==> src/rtl/fifo_rd_ctrl.sv <==
// fifo_rd_ctrl: read-side FIFO controller feeding a 2-entry valid/ready output buffer with framing and flush.
// Optional FIFO_RD_CTRL_DROPCNT_EN adds a saturating 16-bit oDROPCNT of discarded words.
module fifo_rd_ctrl #(
   parameter int DATAWIDTH = 8,
   parameter int CNTW      = 8
) (
   input  logic                 iCLK,
   input  logic                 iRST,
   input  logic                 iEN,
   input  logic                 iFLUSH,
   input  logic [CNTW-1:0]      iFRMLEN,
   input  logic                 iEMPT,
   input  logic [DATAWIDTH-1:0] iRDAT,
   output logic                 oRINC,
   output logic [DATAWIDTH-1:0] oDATA,
   output logic                 oVALID,
   input  logic                 iREADY,
   output logic                 oLAST,
   output logic                 oBUSY
`ifdef FIFO_RD_CTRL_DROPCNT_EN
   ,
   output logic [15:0]          oDROPCNT
`endif
);
   typedef enum logic [1:0] {IDLE, RUN, FLUSH} state_t;
   state_t state_q, state_d;
   logic [1:0] cnt_q, cnt_d;
   logic [DATAWIDTH-1:0] b0_q, b0_d, b1_q, b1_d;
   logic [CNTW-1:0] beat_q, beat_d, flen_q, flen_d;
   logic push, pop;
   assign oRINC  = ~iEMPT & ((state_q == RUN & cnt_q < 2'd2) | state_q == FLUSH);
   assign push   = oRINC & state_q == RUN;
   assign oVALID = cnt_q != 2'd0;
   assign pop    = oVALID & iREADY;
   assign oDATA  = b0_q;
   assign oLAST  = oVALID & (flen_q != '0) & (beat_q == flen_q - CNTW'(1));
   assign oBUSY  = state_q != IDLE | oVALID;
   always_comb begin
      state_d = iFLUSH ? FLUSH : state_q == FLUSH ? (iEMPT ? IDLE : FLUSH) : (iEN ? RUN : IDLE);
      cnt_d   = iFLUSH ? 2'd0 : cnt_q + 2'(push) - 2'(pop);
      // Head takes the new word when the buffer is empty or draining by one; otherwise it shifts up.
      b0_d    = (push & (cnt_q == 2'd0 | pop)) ? iRDAT : pop ? b1_q : b0_q;
      b1_d    = (push & cnt_q == 2'd1 & ~pop) ? iRDAT : b1_q;
      beat_d  = iFLUSH ? '0 : (pop & flen_q != '0) ? (oLAST ? '0 : beat_q + CNTW'(1)) : beat_q;
      flen_d  = (state_q == IDLE & iEN & ~iFLUSH) ? iFRMLEN : flen_q;
   end
`ifdef FIFO_RD_CTRL_DROPCNT_EN
   logic [15:0] drop_q, drop_d;
   logic [1:0] drop_add;
   logic [16:0] drop_sum;
   always_comb begin
      drop_add = iFLUSH ? cnt_q - 2'(pop) + 2'(oRINC) : 2'(oRINC & state_q == FLUSH);
      drop_sum = {1'b0, drop_q} + 17'(drop_add);
      drop_d   = drop_sum[16] ? 16'hFFFF : drop_sum[15:0];
   end
   assign oDROPCNT = drop_q;
`endif
   always_ff @(posedge iCLK or posedge iRST) begin
      if (iRST) begin
         state_q <= IDLE;
         cnt_q   <= 2'd0;
         b0_q    <= '0;
         b1_q    <= '0;
         beat_q  <= '0;
         flen_q  <= '0;
`ifdef FIFO_RD_CTRL_DROPCNT_EN
         drop_q  <= '0;
`endif
      end else begin
         state_q <= state_d;
         cnt_q   <= cnt_d;
         b0_q    <= b0_d;
         b1_q    <= b1_d;
         beat_q  <= beat_d;
         flen_q  <= flen_d;
`ifdef FIFO_RD_CTRL_DROPCNT_EN
         drop_q  <= drop_d;
`endif
      end
   end
endmodule

==> config.mk <==
export PLATFORM = sky130hd
export DESIGN_NAME = fifo_rd_ctrl
export DESIGN_NICKNAME = d
export VERILOG_FILES = /design/src/rtl/fifo_rd_ctrl.sv
export SDC_FILE = /design/constraint.sdc
export NUM_CORES = 1
export LEC_CHECK = 0
export ABC_CLOCK_PERIOD_IN_PS = 2540
export BUFFER_PORTS_ARGS = -buffer_cell sky130_fd_sc_hd__buf_4
export CORE_AREA = 2 2 70 72
export CTS_CLUSTER_SIZE = 10
export DETAILED_ROUTE_END_ITERATION = 6
export DIE_AREA = 0 0 72 74
export GPL_ROUTABILITY_DRIVEN = 0
export SYNTH_ARGS = -nofsm -noshare
export SYNTH_HDL_FRONTEND = slang
export SYNTH_SLANG_ARGS = --single-unit
==> constraint.sdc <==
create_clock -name iCLK -period 2.54 [get_ports iCLK]
set_clock_uncertainty 0.05 [all_clocks]
set_input_delay 0.508 -clock iCLK [delete_from_list [all_inputs] [get_ports iCLK]]
set_output_delay 0.508 -clock iCLK [all_outputs]
set_load 0.01 [all_outputs]
* Word-level counts from Yosys, hierarchy flattened
Cells that the tools add are included.
** Word-level totals
- Register bits after elaboration :: 36
- Output and inout bits :: 12
** Operators by class
- Add/sub/neg operators :: 4
- $lt $le $gt $ge :: 1
- Equal/unequal tests :: 4
- Muxes and demuxes :: 10
- Bitwise logic cells :: 18
- Reduce and logical (&&, ||, !) cells :: 7
** Operators by type and width (count)
- $mux W8 :: 5
- $and A1 B1 Y1 :: 12
- $add A8 B1 Y8 const B :: 1
- $eq A8 B8 Y1 :: 1
- $mux W2 :: 4
- $reduce_bool A2 Y1 :: 4
- $reduce_bool A8 Y1 :: 1
- $sub A8 B1 Y8 const B :: 1
- $eq A2 B1 Y1 const B :: 2
- $logic_not A2 Y1 :: 2
- $not A1 Y1 :: 3
- $or A1 B1 Y1 :: 3
- $add A2 B1 Y2 :: 1
- $eq A2 B2 Y1 const B :: 1
- $lt A2 B2 Y1 const B :: 1
- $sub A2 B1 Y2 :: 1
- $mux W1 :: 1

* Depth between registers and ports, before layout
Gate-level depths: netlist (run 1).
- Word-level depth :: 8
- Mapped depth :: 10

* Least setup slack after synthesis (run 1)
No wires, ideal clock.
- Kind :: register -> output
- Start :: reg flen_q[0]
- End :: out oLAST
- Data arrival time :: 1.689 ns
- Required time :: 1.982 ns
- Setup slack :: 0.293 ns
- Cell stages (with the launch flop) :: 7
- Cell sequence :: dfrtp_1 inv_1 ha_1 xor2_1 nand4_2 nor4_4 and2_2
** Between the ends
- Longest elaborated chain between the ends :: 3
** Ends and longest elaborated chain
- from (decl) :: RTL line 29 : logic [CNTW-1:0] beat_q, beat_d, flen_q, flen_d;
- from (signal assigned) :: RTL line 75 : flen_q <= flen_d;
- $sub A8 B1 Y8 or $reduce_bool A8 Y1 (tied branches) :: RTL line 36 : assign oLAST = oVALID & (flen_q != '0) & (beat_q == flen_q - CNTW'(1));
- $eq A8 B8 Y1 or $and A1 B1 Y1 (tied branches) :: RTL line 36
- $and A1 B1 Y1 (*) :: RTL line 36
- to (decl) :: RTL line 18 : output logic oLAST,
Mark *: on every way between the ends. The rest lies on a longest branch, timed or not.

* Worst setup path after layout (run 1)
Same ends and word-level chain as after synthesis.

==> results.py, run 1 <==
metrics = {
    "layout": {
        "area_growth_pct": 23.9,
        "fin_cells": 279,
        "fillers": 408,
        "drive_above_1_share": 0.351,
        "final_nets": 251,
        "layout_common_cells": "39 x buf_4, 35 x dfrtp_1, 24 x nand2_1, 15 x mux2_2, 8 x xnor2_1",
        "layout_commonest_cell": "buf_4",
        "diodes": 0,
    },
    "placement": {
        "hpwl_um": 3060,
        "io_buffers": 33,
        "dp.cells": 269,
        "post-place-ws_ns": 0.222,
    },
    "detailed_routing": {
        "first_iter_violations": 71,
        "wl_per_cell_um": 15.4,
        "vias": 1535,
        "routed_via_density": 5.50,
        "drtAntennaViolNets": 0,
        "dr.pass1.iters": 4,
        "drc": 0,
        "wl_um": 4290,
    },
    "floorplanning": {
        "core-area_um2": 4600,
        "die-area_um2": 5330,
        "ios": 34,
        "rows": 25,
        "die_w_um": 72,
        "die_h_um": 74,
        "start_util": 0.426,
    },
    "grt": {
        "grt_pass1_wl_um": 6830,
        "grt_max_degree": 37,
        "antenna_found_initial": 0,
        "grt_pass1_vias": 1475,
        "grtUsageTotal": 0.168,
        "grt_overflow": 0,
    },
    "cts": {
        "cts_made_buffers": 5,
        "root_buffer": "clkbuf_8",
        "cts_tree": "built",
        "clkTransAtPathRegs_ns": 0.07,
        "clock-sinks": 36,
        "hold_buffers": 0,
        "clockBufferDepth": 2,
        "clock_latency_ns": 0.29,
        "htree_levels": 2,
    },
    "synth": {
        "syn_area_um2": 1960,
        "syn_avg_cell_area_um2": 10.7,
        "ys_types": 47,
        "synth_seq_cells": 36,
        "synth_nets": 210,
        "synthCells": 183,
        "ys_seq_area_frac": 0.459,
        "yosysWarnings": 0,
    },
    "hold_path": {
        "hold_path.class": "input pin to asynchronous set/reset pin",
    },
    "pwr": {
        "pwr-share-clk": 0.249,
        "internal_power_mw": 1.34,
        "p_sw_frac": 0.341,
        "comb_power_share": 0.353,
        "seqPwrFrac": 0.398,
        "p_leak_nw": 1.16,
        "peakVddDrop_mv": 0.446,
        "powerDensity_nw_per_um2": 836,
        "power.switching_mw": 0.693,
    },
    "worst_setup_path": {
        "critPathMaxStageDelay_ns": 0.41,
        "critPathSlowestCell": "dfrtp_2",
        "startpoint": "flen_q[0]",
        "critPathLaunchType": "register",
        "reg2reg_from": "flen_q[2]",
        "crit_fanout": 5,
        "cp-end-kind": "output pin",
        "r2r_cells": 7,
        "reg2reg_to": "beat_q[5]",
        "critPathArrivalTime_ns": 1.86,
        "worstPathCellList": "buf_4, nor2_2, nand2_1, xnor2_1, nor4_4, and2_4, buf_4",
        "r2r_setup_slack_ns": 0.40,
        "crit_required_ns": 1.98,
        "path_class": "register to output pin",
        "crit_path_frequent_cell": "buf_4",
    },
    "sta": {
        "slew_headroom": 0.518,
        "fin_crit_sh": 0.952,
        "final.setup.tns_ns": 0,
        "report.final.slew_viol_count": 0,
        "fin_ws_ns": 0.121,
        "rsz0062_at_grt": "false",
        "max_freq_mhz": 413,
        "min_period_ns": 2.42,
        "hold_viol_final": 0,
        "hold_ws_ns": 0.261,
        "worst_pin_slew_ns": 0.724,
        "setup_viol": 0,
    },
    "flow_run": {
        "maxCapViolations": 0,
    },
    "run_status": {
        "outcome": "finished clean",
    },
}
[worst max-delay path: cells and delay by family (launching register included)]
kind | cells | cell delay [ns]
buf+inv | 2 | 0.27
flops | 1 | 0.41
xor+xnor | 1 | 0.16
simple gates | 4 | 0.72
[metal layers]
| layer | wire length (um) | part of all wire | up-vias | track usage |
|---|---|---|---|---|
| li1 | - | - | 737 | - |
| met1 | 1830 | 0.43 | 741 | 0.209 |
| met2 | 2120 | 0.49 | 51 | 0.285 |
| met3 | 275 | 0.064 | 6 | 0.0420 |
| met4 | 67 | 0.016 | 0 | 0.0650 |
| met5 | 0 | 0 | - | 0 |
[cell usage after synthesis (all sizes together)]
cell	count	area, um^2
nor2b	2	12.5
a22o	1	10.0
o211ai	1	7.51
a221o	3	30.0
buf	2	16.3
and4b	1	10.0
o31ai	1	7.51
nand2	24	90.1
a221oi	2	17.5
and3b	1	8.76
nand4b	1	8.76
or3	1	6.26
or2	2	12.5
nand3b	3	22.5
a2111oi	3	26.3
nor2	8	30.0
xnor2	8	70.1
and3	1	6.26
a41oi	1	8.76
nor4b	1	15.0
nand4bb	1	11.3
nand4	2	18.8
o22ai	1	6.26
xor2	5	43.8
o21bai	1	7.51
ha	5	62.6
nand3	3	15.0
a21oi	5	28.8
a22oi	7	52.6
and2	5	33.8
nor4	2	42.5
or2b	1	7.51
nand2b	7	43.8
nor3	4	25.0
clkbuf	3	12.5
dfrtp	36	901
mux2	15	169
a21o	2	15.0
inv	6	22.5
o21ai	5	25.0
[timing repair]
action                     CTS  global route
pin swaps                    0             1
resized for setup            2             6
setup endpoints to repair    1             1
setup buffers                2             0
[per-stage QoR]
step	util	total power, mW	area (um^2)
6_report	0.528	2.03	2430
4_1_cts	0.524	2.02	2410
5_1_grt	0.528	2.16	2430
2_1_floorplan	-	1.24	1960
3_3_place_gp	0.495	1.47	2280
3_5_place_dp	0.495	1.50	2280
[cell families after synthesis]
logic type               count (synthesis)  share of synthesized area
AND/OR/NAND/NOR                         70                      0.214
flip-flops                              36                      0.459
AO/OA/AOI/OAI                           33                      0.124
multiplexers                            15                     0.0862
XOR/XNOR                                13                     0.0581
buffers and inverters                   11                     0.0262
adder cells (fa/ha/maj)                  5                     0.0319
[cell type report]
class / instances / area, um^2 / area share
Inverter: 6 / 22.5 / 0.00927
Clock buffer: 5 / 68.8 / 0.0283
Timing Repair Buffer: 39 / 293 / 0.121
Clock inverter: 3 / 42.5 / 0.0175
Sequential cell: 36 / 902 / 0.371
Multi-Input combinational cell: 136 / 1030 / 0.425
Tap cell: 54 / 67.6 / 0.0278
[registers in the layout, summed over array words and instances, names as in the netlist]
signal and flops:
oDATA 8, cnt_q 2, state_q 2, beat_q 8, flen_q 8, b1_q 8
[power by group through the flow]
| stage | combinational (mW) | sequential [mW] | clock [mW] |
|---|---|---|---|
| after floorplan | 0.417 | 0.822 | 0 |
| after global placement | 0.655 | 0.818 | 0 |
| after detailed placement | 0.675 | 0.823 | 0 |
| after CTS | 0.702 | 0.805 | 0.517 |
| after global routing | 0.785 | 0.829 | 0.544 |
| final | 0.718 | 0.807 | 0.505 |
[worst max-delay path by stage]
stage | endpoint | slack [ns] | depth (start not counted)
6_report | oLAST | 0.12 | 7
5_1_grt | oLAST | 0.009 | 7
4_1_cts | oLAST | 0.02 | 7
3_5_place_dp | oLAST | 0.22 | 8
3_3_place_gp | oLAST | 0.30 | 7
2_1_floorplan | oLAST | 0.29 | 6
No activity file was read; power rests on OpenSTA's default activity.
==> run 2, diff against run 1 <==
--- a/config.mk
+++ b/config.mk
@@ -5,12 +5,13 @@
 export SDC_FILE = /design/constraint.sdc
 export NUM_CORES = 1
 export LEC_CHECK = 0
+export ABC_AREA = 1
 export ABC_CLOCK_PERIOD_IN_PS = 2540
 export BUFFER_PORTS_ARGS = -buffer_cell sky130_fd_sc_hd__buf_4
-export CORE_AREA = 2 2 70 72
+export CORE_AREA = 2 2 71 73
 export CTS_CLUSTER_SIZE = 10
 export DETAILED_ROUTE_END_ITERATION = 6
-export DIE_AREA = 0 0 72 74
+export DIE_AREA = 0 0 73 75
 export GPL_ROUTABILITY_DRIVEN = 0
 export SYNTH_ARGS = -nofsm -noshare
 export SYNTH_HDL_FRONTEND = slang
==> run 2 against run 1 <==
  * Maximum frequency is 3.6% higher
  * Non-clock buffer count decreased by 3
  * Final cell count increased by 22%
  * First-iteration DRC count fell by 4.2%
  * Sequential power is essentially flat
  * Design area is 2.7% higher
  * Clock-buffer cell count unchanged
  * Critical endpoint unchanged
  * Largest cell class unchanged
==> results.py, run 2 <==
metrics = {
    "run_status": {
        "outcome": "finished clean",
    },
    "synth": {
        "ys_seq_area_frac": 0.443,
        "synth_seq_cells": 36,
        "yosysTopAreaCell": "dfrtp_1",
        "synth_nets": 274,
        "syn_avg_cell_area_um2": 8.24,
        "yosysWarnings": 0,
        "synth-main-ff-cell": "dfrtp_1",
        "synthCells": 247,
        "async_flop_share": 1.00,
        "synth_edf_count": 0,
        "synth_top_family_by_area": "simple AND/OR/NAND/NOR gates",
        "synth_top_area_frac": 0.443,
        "synth.most_common_cell": "nand2_1",
        "synthTopCellsByArea": "dfrtp_1 44%, nand2_1 9.2%, nand3_1 7.9%",
        "syn_area_um2": 2030,
        "ys_types": 27,
        "synth_compound_area_frac": 0.0769,
        "synthSimpleGateAreaFrac": 0.287,
        "yosys-top-cells-count": "50 x nand2_1, 36 x dfrtp_1, 32 x inv_1, 32 x nand3_1, 28 x nor2_1",
        "synthMuxAreaShare": 0.0111,
        "synth-adder-area-share": 0.0308,
        "synthXorXnorAreaFrac": 0.0689,
    },
    "floorplanning": {
        "start_util": 0.437,
        "die-area_um2": 5480,
        "ios": 34,
        "die_w_um": 73,
        "rows": 25,
        "die_h_um": 75,
        "core-area_um2": 4660,
    },
    "cts": {
        "clockBufferDepth": 2,
        "clkTransAtPathRegs_ns": 0.08,
        "clock-sinks": 36,
        "clock_latency_ns": 0.29,
        "post_cts_resized": 0,
        "root_buffer": "clkbuf_8",
        "htree_levels": 2,
        "cts_tree": "built",
        "cts_made_buffers": 5,
    },
    "worst_setup_path": {
        "reg2reg_from": "flen_q[0]",
        "r2r_cells": 10,
        "cp-end-kind": "output pin",
        "r2r_setup_slack_ns": 0.77,
        "critPathMaxStageDelay_ns": 0.38,
        "worstPathCellList": "inv_1, ha_1, nand3_1, nor2_2, nor2_1, nand2_1, nor2_1, nand3_2, inv_1, buf_4",
        "reg2reg_to": "beat_q[1]",
        "critPathSlowestCell": "dfrtp_1",
        "path_class": "register to output pin",
        "critPathLaunchType": "register",
        "crit_fanout": 6,
        "critPathArrivalTime_ns": 1.78,
        "crit_required_ns": 1.98,
    },
    "detailed_routing": {
        "first_iter_violations": 68,
        "wl_um": 4200,
        "drtAntennaViolNets": 0,
        "dr.pass1.iters": 4,
        "vias": 1686,
        "drc": 0,
        "routed_via_density": 4.96,
        "wl_per_cell_um": 12.3,
    },
    "sta": {
        "final.setup.tns_ns": 0,
        "rsz0062_at_grt": "false",
        "max_freq_mhz": 428,
        "setup_viol": 0,
        "worst_pin_slew_ns": 0.631,
        "min_period_ns": 2.34,
        "hold_viol_final": 0,
        "slew_headroom": 0.579,
        "report.final.slew_viol_count": 0,
        "fin_crit_sh": 0.919,
    },
    "pwr": {
        "powerDensity_nw_per_um2": 877,
        "peakVddDrop_mv": 0.396,
        "p_total_mw": 2.19,
        "p_leak_nw": 1.31,
    },
    "layout": {
        "area_growth_pct": 22.6,
        "final_nets": 312,
        "drive_above_1_share": 0.199,
        "layout_commonest_cell": "nand2_1",
        "layout_common_cells": "50 x nand2_1, 36 x dfrtp_1, 36 x buf_4, 32 x inv_1, 32 x nand3_1",
        "fillers": 449,
        "diodes": 0,
        "fin_area_um2": 2490,
    },
    "grt": {
        "grt_pass1_wl_um": 7470,
        "grt_pass1_vias": 1661,
        "grt_max_degree": 37,
        "grt_overflow": 0,
        "antenna_found_initial": 0,
        "grtUsageTotal": 0.175,
    },
    "hold_path": {
        "hold_path.class": "input pin to asynchronous set/reset pin",
    },
    "placement": {
        "hpwl_um": 3020,
        "placed_cell_area_um2": 2320,
        "io_buffers": 33,
    },
    "flow_run": {
        "maxCapViolations": 0,
    },
}
==> run 2: cell count changes after synthesis, moves of 4 or more <==
cell,previous run,this run
o21ai_0,4,9
a22oi_1,7,0
nand2b_1,7,0
mux2_2,15,2
inv_1,6,32
nand3_1,3,32
xor2_1,5,9
nand2_1,24,50
nor2_1,8,28
o211ai_1,1,8
==> run 2: how the worst max path moves through the flow <==
stage / from / end / cells after the start
floorplan: flen_q[0] / oLAST / 8
global placement: flen_q[0] / oLAST / 9
detailed placement: flen_q[0] / oLAST / 9
CTS: flen_q[0] / oLAST / 9
global route: flen_q[0] / oLAST / 11
finish: flen_q[0] / oLAST / 10
==> run 2: through the flow <==
| step | utilization | cells | hold WS, ns | setup slack, ns |
|---|---|---|---|---|
| finish | 0.535 | 340 | 0.275 | 0.205 |
| global route | 0.535 | 340 | 0.329 | 0.00116 |
| CTS | 0.532 | 338 | 0.291 | 0.106 |
| detailed placement | 0.498 | 330 | 0.429 | 0.431 |
| global placement | 0.498 | 330 | 0.419 | 0.444 |
| floorplan | - | 247 | 0.404 | 0.625 |
==> run 2: metal layers <==
| metal | vias up | global-route usage | wire (um) | part of all wire |
|---|---|---|---|---|
| met3 | 9 | 0.0402 | 132 | 0.031 |
| met5 | - | 0 | 0 | 0 |
| met2 | 23 | 0.286 | 1970 | 0.47 |
| met4 | 0 | 0.0556 | 66 | 0.016 |
| li1 | 871 | - | - | - |
| met1 | 783 | 0.231 | 2030 | 0.48 |
==> run 2: power by group <==
group,switching (mW),internal (mW)
Clock,0.219,0.491
Combinational,0.367,0.301
Sequential,0.108,0.698
==> run 2: kinds of logic after synthesis <==
kind of cell | Yosys count
AND/OR/NAND/NOR | 123
buffers and inverters | 39
flip-flops | 36
AO/OA/AOI/OAI | 26
XOR/XNOR | 16
adder cells (fa/ha/maj) | 5
multiplexers | 2
==> run 2: what timing repair did <==
action                                  in CTS  in global routing
endpoints found under the hold margin        0                  0
hold buffers                                 0                  0
setup buffers                                0                  2
endpoints found under the setup margin       0                  1
==> run 2: critical path: cells and delay by family, from the launching register on <==
kind / cells / cell delay (ns)
adder cells (fa/ha/maj): 1 / 0.20
buffers and inverters: 3 / 0.33
flip-flops: 1 / 0.38
AND/OR/NAND/NOR: 6 / 0.58
==> run 2: layout make-up <==
cell class              count  area (um^2)  share of cell area
multi-input cells         172          966               0.387
flip-flops and latches     36          901               0.361
repair buffers             36          270               0.108
inverters                  34          130              0.0522
clock inverters             3         90.1              0.0361
clock buffers               5         68.8              0.0276
well taps                  54         67.6              0.0271
==> run 3, diff against run 2 <==
--- a/config.mk
+++ b/config.mk
@@ -7,7 +7,7 @@
 export LEC_CHECK = 0
 export ABC_AREA = 1
 export ABC_CLOCK_PERIOD_IN_PS = 2540
-export BUFFER_PORTS_ARGS = -buffer_cell sky130_fd_sc_hd__buf_4
+export BUFFER_PORTS_ARGS = -buffer_cell sky130_fd_sc_hd__buf_2
 export CORE_AREA = 2 2 71 73
 export CTS_CLUSTER_SIZE = 10
 export DETAILED_ROUTE_END_ITERATION = 6
==> run 3 against run 2 <==
  * Final cell count increased by 0.29%
  * Sequential cell count stayed put
  * Global-route usage decreased by 0.55 points
  * Non-clock buffer count grew 1
  * Sequential power about the same
  * Clock power down 41%
  * First-iteration DRC count shrank 5.9%
  * Total power fell by 16%
  * Wire length down 3.3%
  * Sequential share of layout area up 2.2 points
  * Critical endpoint unchanged
  * Largest power group unchanged
==> results.py, run 3 (synthesized netlist as in run 2, its figures left out) <==
metrics = {
    "detailed_routing": {
        "drtAntennaViolNets": 0,
        "routed_via_density": 4.87,
        "dr.pass1.iters": 4,
        "wl_um": 4060,
        "first_iter_violations": 64,
        "wl_per_cell_um": 11.9,
        "vias": 1662,
        "drc": 0,
    },
    "floorplanning": {
        "die-area_um2": 5480,
        "die_h_um": 75,
        "core-area_um2": 4660,
        "die_w_um": 73,
        "ios": 34,
        "start_util": 0.437,
        "rows": 25,
    },
    "layout": {
        "drive_above_1_share": 0.202,
        "layout_common_cells": "50 x nand2_1, 36 x dfrtp_1, 33 x buf_2, 32 x inv_1, 32 x nand3_1",
        "layout_commonest_cell": "nand2_1",
        "multiInputGateArea_um2": 966,
        "fillers": 465,
        "diodes": 0,
        "final_nets": 313,
        "area_growth_pct": 15.6,
        "seqCellArea_um2": 901,
    },
    "cts": {
        "hold_buffers": 0,
        "clkTransAtPathRegs_ns": 0.07,
        "clock_latency_ns": 0.28,
        "clock-sinks": 36,
        "cts_made_buffers": 5,
        "root_buffer": "clkbuf_8",
        "post_cts_resized": 0,
        "htree_levels": 2,
        "cts_tree": "built",
        "clockBufferDepth": 2,
    },
    "worst_setup_path": {
        "critPathArrivalTime_ns": 1.81,
        "worstPathCellList": "inv_1, ha_1, xnor2_1, nor2_1, nand2_1, nor2_1, nand3_2, inv_1, buf_2",
        "crit_fanout": 7,
        "critPathLaunchType": "register",
        "cp-end-kind": "output pin",
        "critPathMaxStageDelay_ns": 0.38,
        "crit_buf_inv": 3,
        "path_class": "register to output pin",
        "crit_required_ns": 1.98,
        "critPathSlowestCell": "dfrtp_1",
        "cp_top_family": "simple AND/OR/NAND/NOR gates",
    },
    "pwr": {
        "p_sw_frac": 0.364,
        "comb_power_share": 0.333,
        "p_leak_nw": 1.27,
        "internal_power_mw": 1.16,
        "powerDensity_nw_per_um2": 779,
        "pwr-share-clk": 0.228,
        "seqPwrFrac": 0.439,
        "power.switching_mw": 0.668,
        "p_total_mw": 1.83,
        "peakVddDrop_mv": 0.424,
    },
    "placement": {
        "hpwl_um": 2920,
        "io_buffers": 33,
    },
    "hold_path": {
        "hold_path.class": "input pin to asynchronous set/reset pin",
    },
    "grt": {
        "antenna_found_initial": 0,
        "grt_max_degree": 37,
        "grt_pass1_wl_um": 7190,
        "grtUsageTotal": 0.169,
        "grt_pass1_vias": 1632,
        "grt_overflow": 0,
    },
    "sta": {
        "worst_pin_slew_ns": 0.621,
        "setup_viol": 0,
        "min_period_ns": 2.37,
        "max_freq_mhz": 422,
        "report.final.slew_viol_count": 0,
        "rsz0062_at_grt": "false",
        "fin_crit_sh": 0.934,
        "slew_headroom": 0.586,
        "hold_viol_final": 0,
        "final.setup.tns_ns": 0,
    },
    "flow_run": {
        "maxCapViolations": 0,
    },
    "run_status": {
        "outcome": "finished clean",
    },
}
-- run 3: cell type report --
| class | count | share of cell area |
|---|---|---|
| Clock buffer | 6 | 0.0351 |
| Clock inverter | 2 | 0.00426 |
| Inverter | 34 | 0.0553 |
| Multi-Input combinational cell | 172 | 0.411 |
| Sequential cell | 36 | 0.383 |
| Tap cell | 54 | 0.0287 |
| Timing Repair Buffer | 37 | 0.0830 |
-- run 3: through the flow --
stage	worst slack (ns)	hold WS, ns	cells	area [um^2]	util
finish	0.169	0.265	341	2350	0.505
floorplan	0.625	0.404	247	2030	-
detailed placement	0.420	0.428	330	2240	0.480
CTS	0.100	0.279	338	2330	0.500
global placement	0.436	0.417	330	2240	0.480
global route	0.0351	0.324	341	2350	0.505
-- run 3: power by group through the flow --
stage / Clock, mW / Combinational (mW) / Sequential [mW]
6_report: 0.419 / 0.609 / 0.805
5_1_grt: 0.461 / 0.698 / 0.824
4_1_cts: 0.436 / 0.623 / 0.806
3_5_place_dp: 0 / 0.621 / 0.815
3_3_place_gp: 0 / 0.616 / 0.812
2_1_floorplan: 0 / 0.408 / 0.828
-- run 3: worst register-to-register path, delay by kind of cell (launching register included) --
kind | cells | cell delay [ns]
simple gates | 6 | 0.53
fa+ha+maj | 1 | 0.27
xor+xnor | 1 | 0.13
buf+inv | 2 | 0.33
flops | 1 | 0.38
-- run 3: worst paths after layout --
path | start | endpoint | slack [ns] | cells past startpoint
max | flen_q[0] | oLAST | 0.17 | 9
min | iRST | flen_q[3] | 0.27 | 3
max reg2reg | flen_q[0] | beat_q[2] | 0.75 | 10
min reg2reg | b1_q[6] | b1_q[6] | 0.44 | 2
max in group asynchronous | iRST | cnt_q[1] | 1.84 | 3
min in group iCLK | iEMPT | state_q[1] | 0.39 | 2
-- run 3: timing repair --
| action | 4_1_cts | 5_1_grt |
|---|---|---|
| endpoints found under the setup margin | 0 | 1 |
| hold endpoints to repair | 0 | 0 |
| setup buffers | 0 | 3 |
-- run 3: per-layer routing --
| layer | track usage | vias up | wire, um | part of all wire |
|---|---|---|---|---|
| met1 | 0.211 | 762 | 1990 | 0.49 |
| met3 | 0.0428 | 7 | 135 | 0.033 |
| li1 | - | 870 | - | - |
| met4 | 0.0556 | 0 | 53 | 0.013 |
| met2 | 0.289 | 23 | 1880 | 0.46 |
| met5 | 0 | - | 0 | 0 |
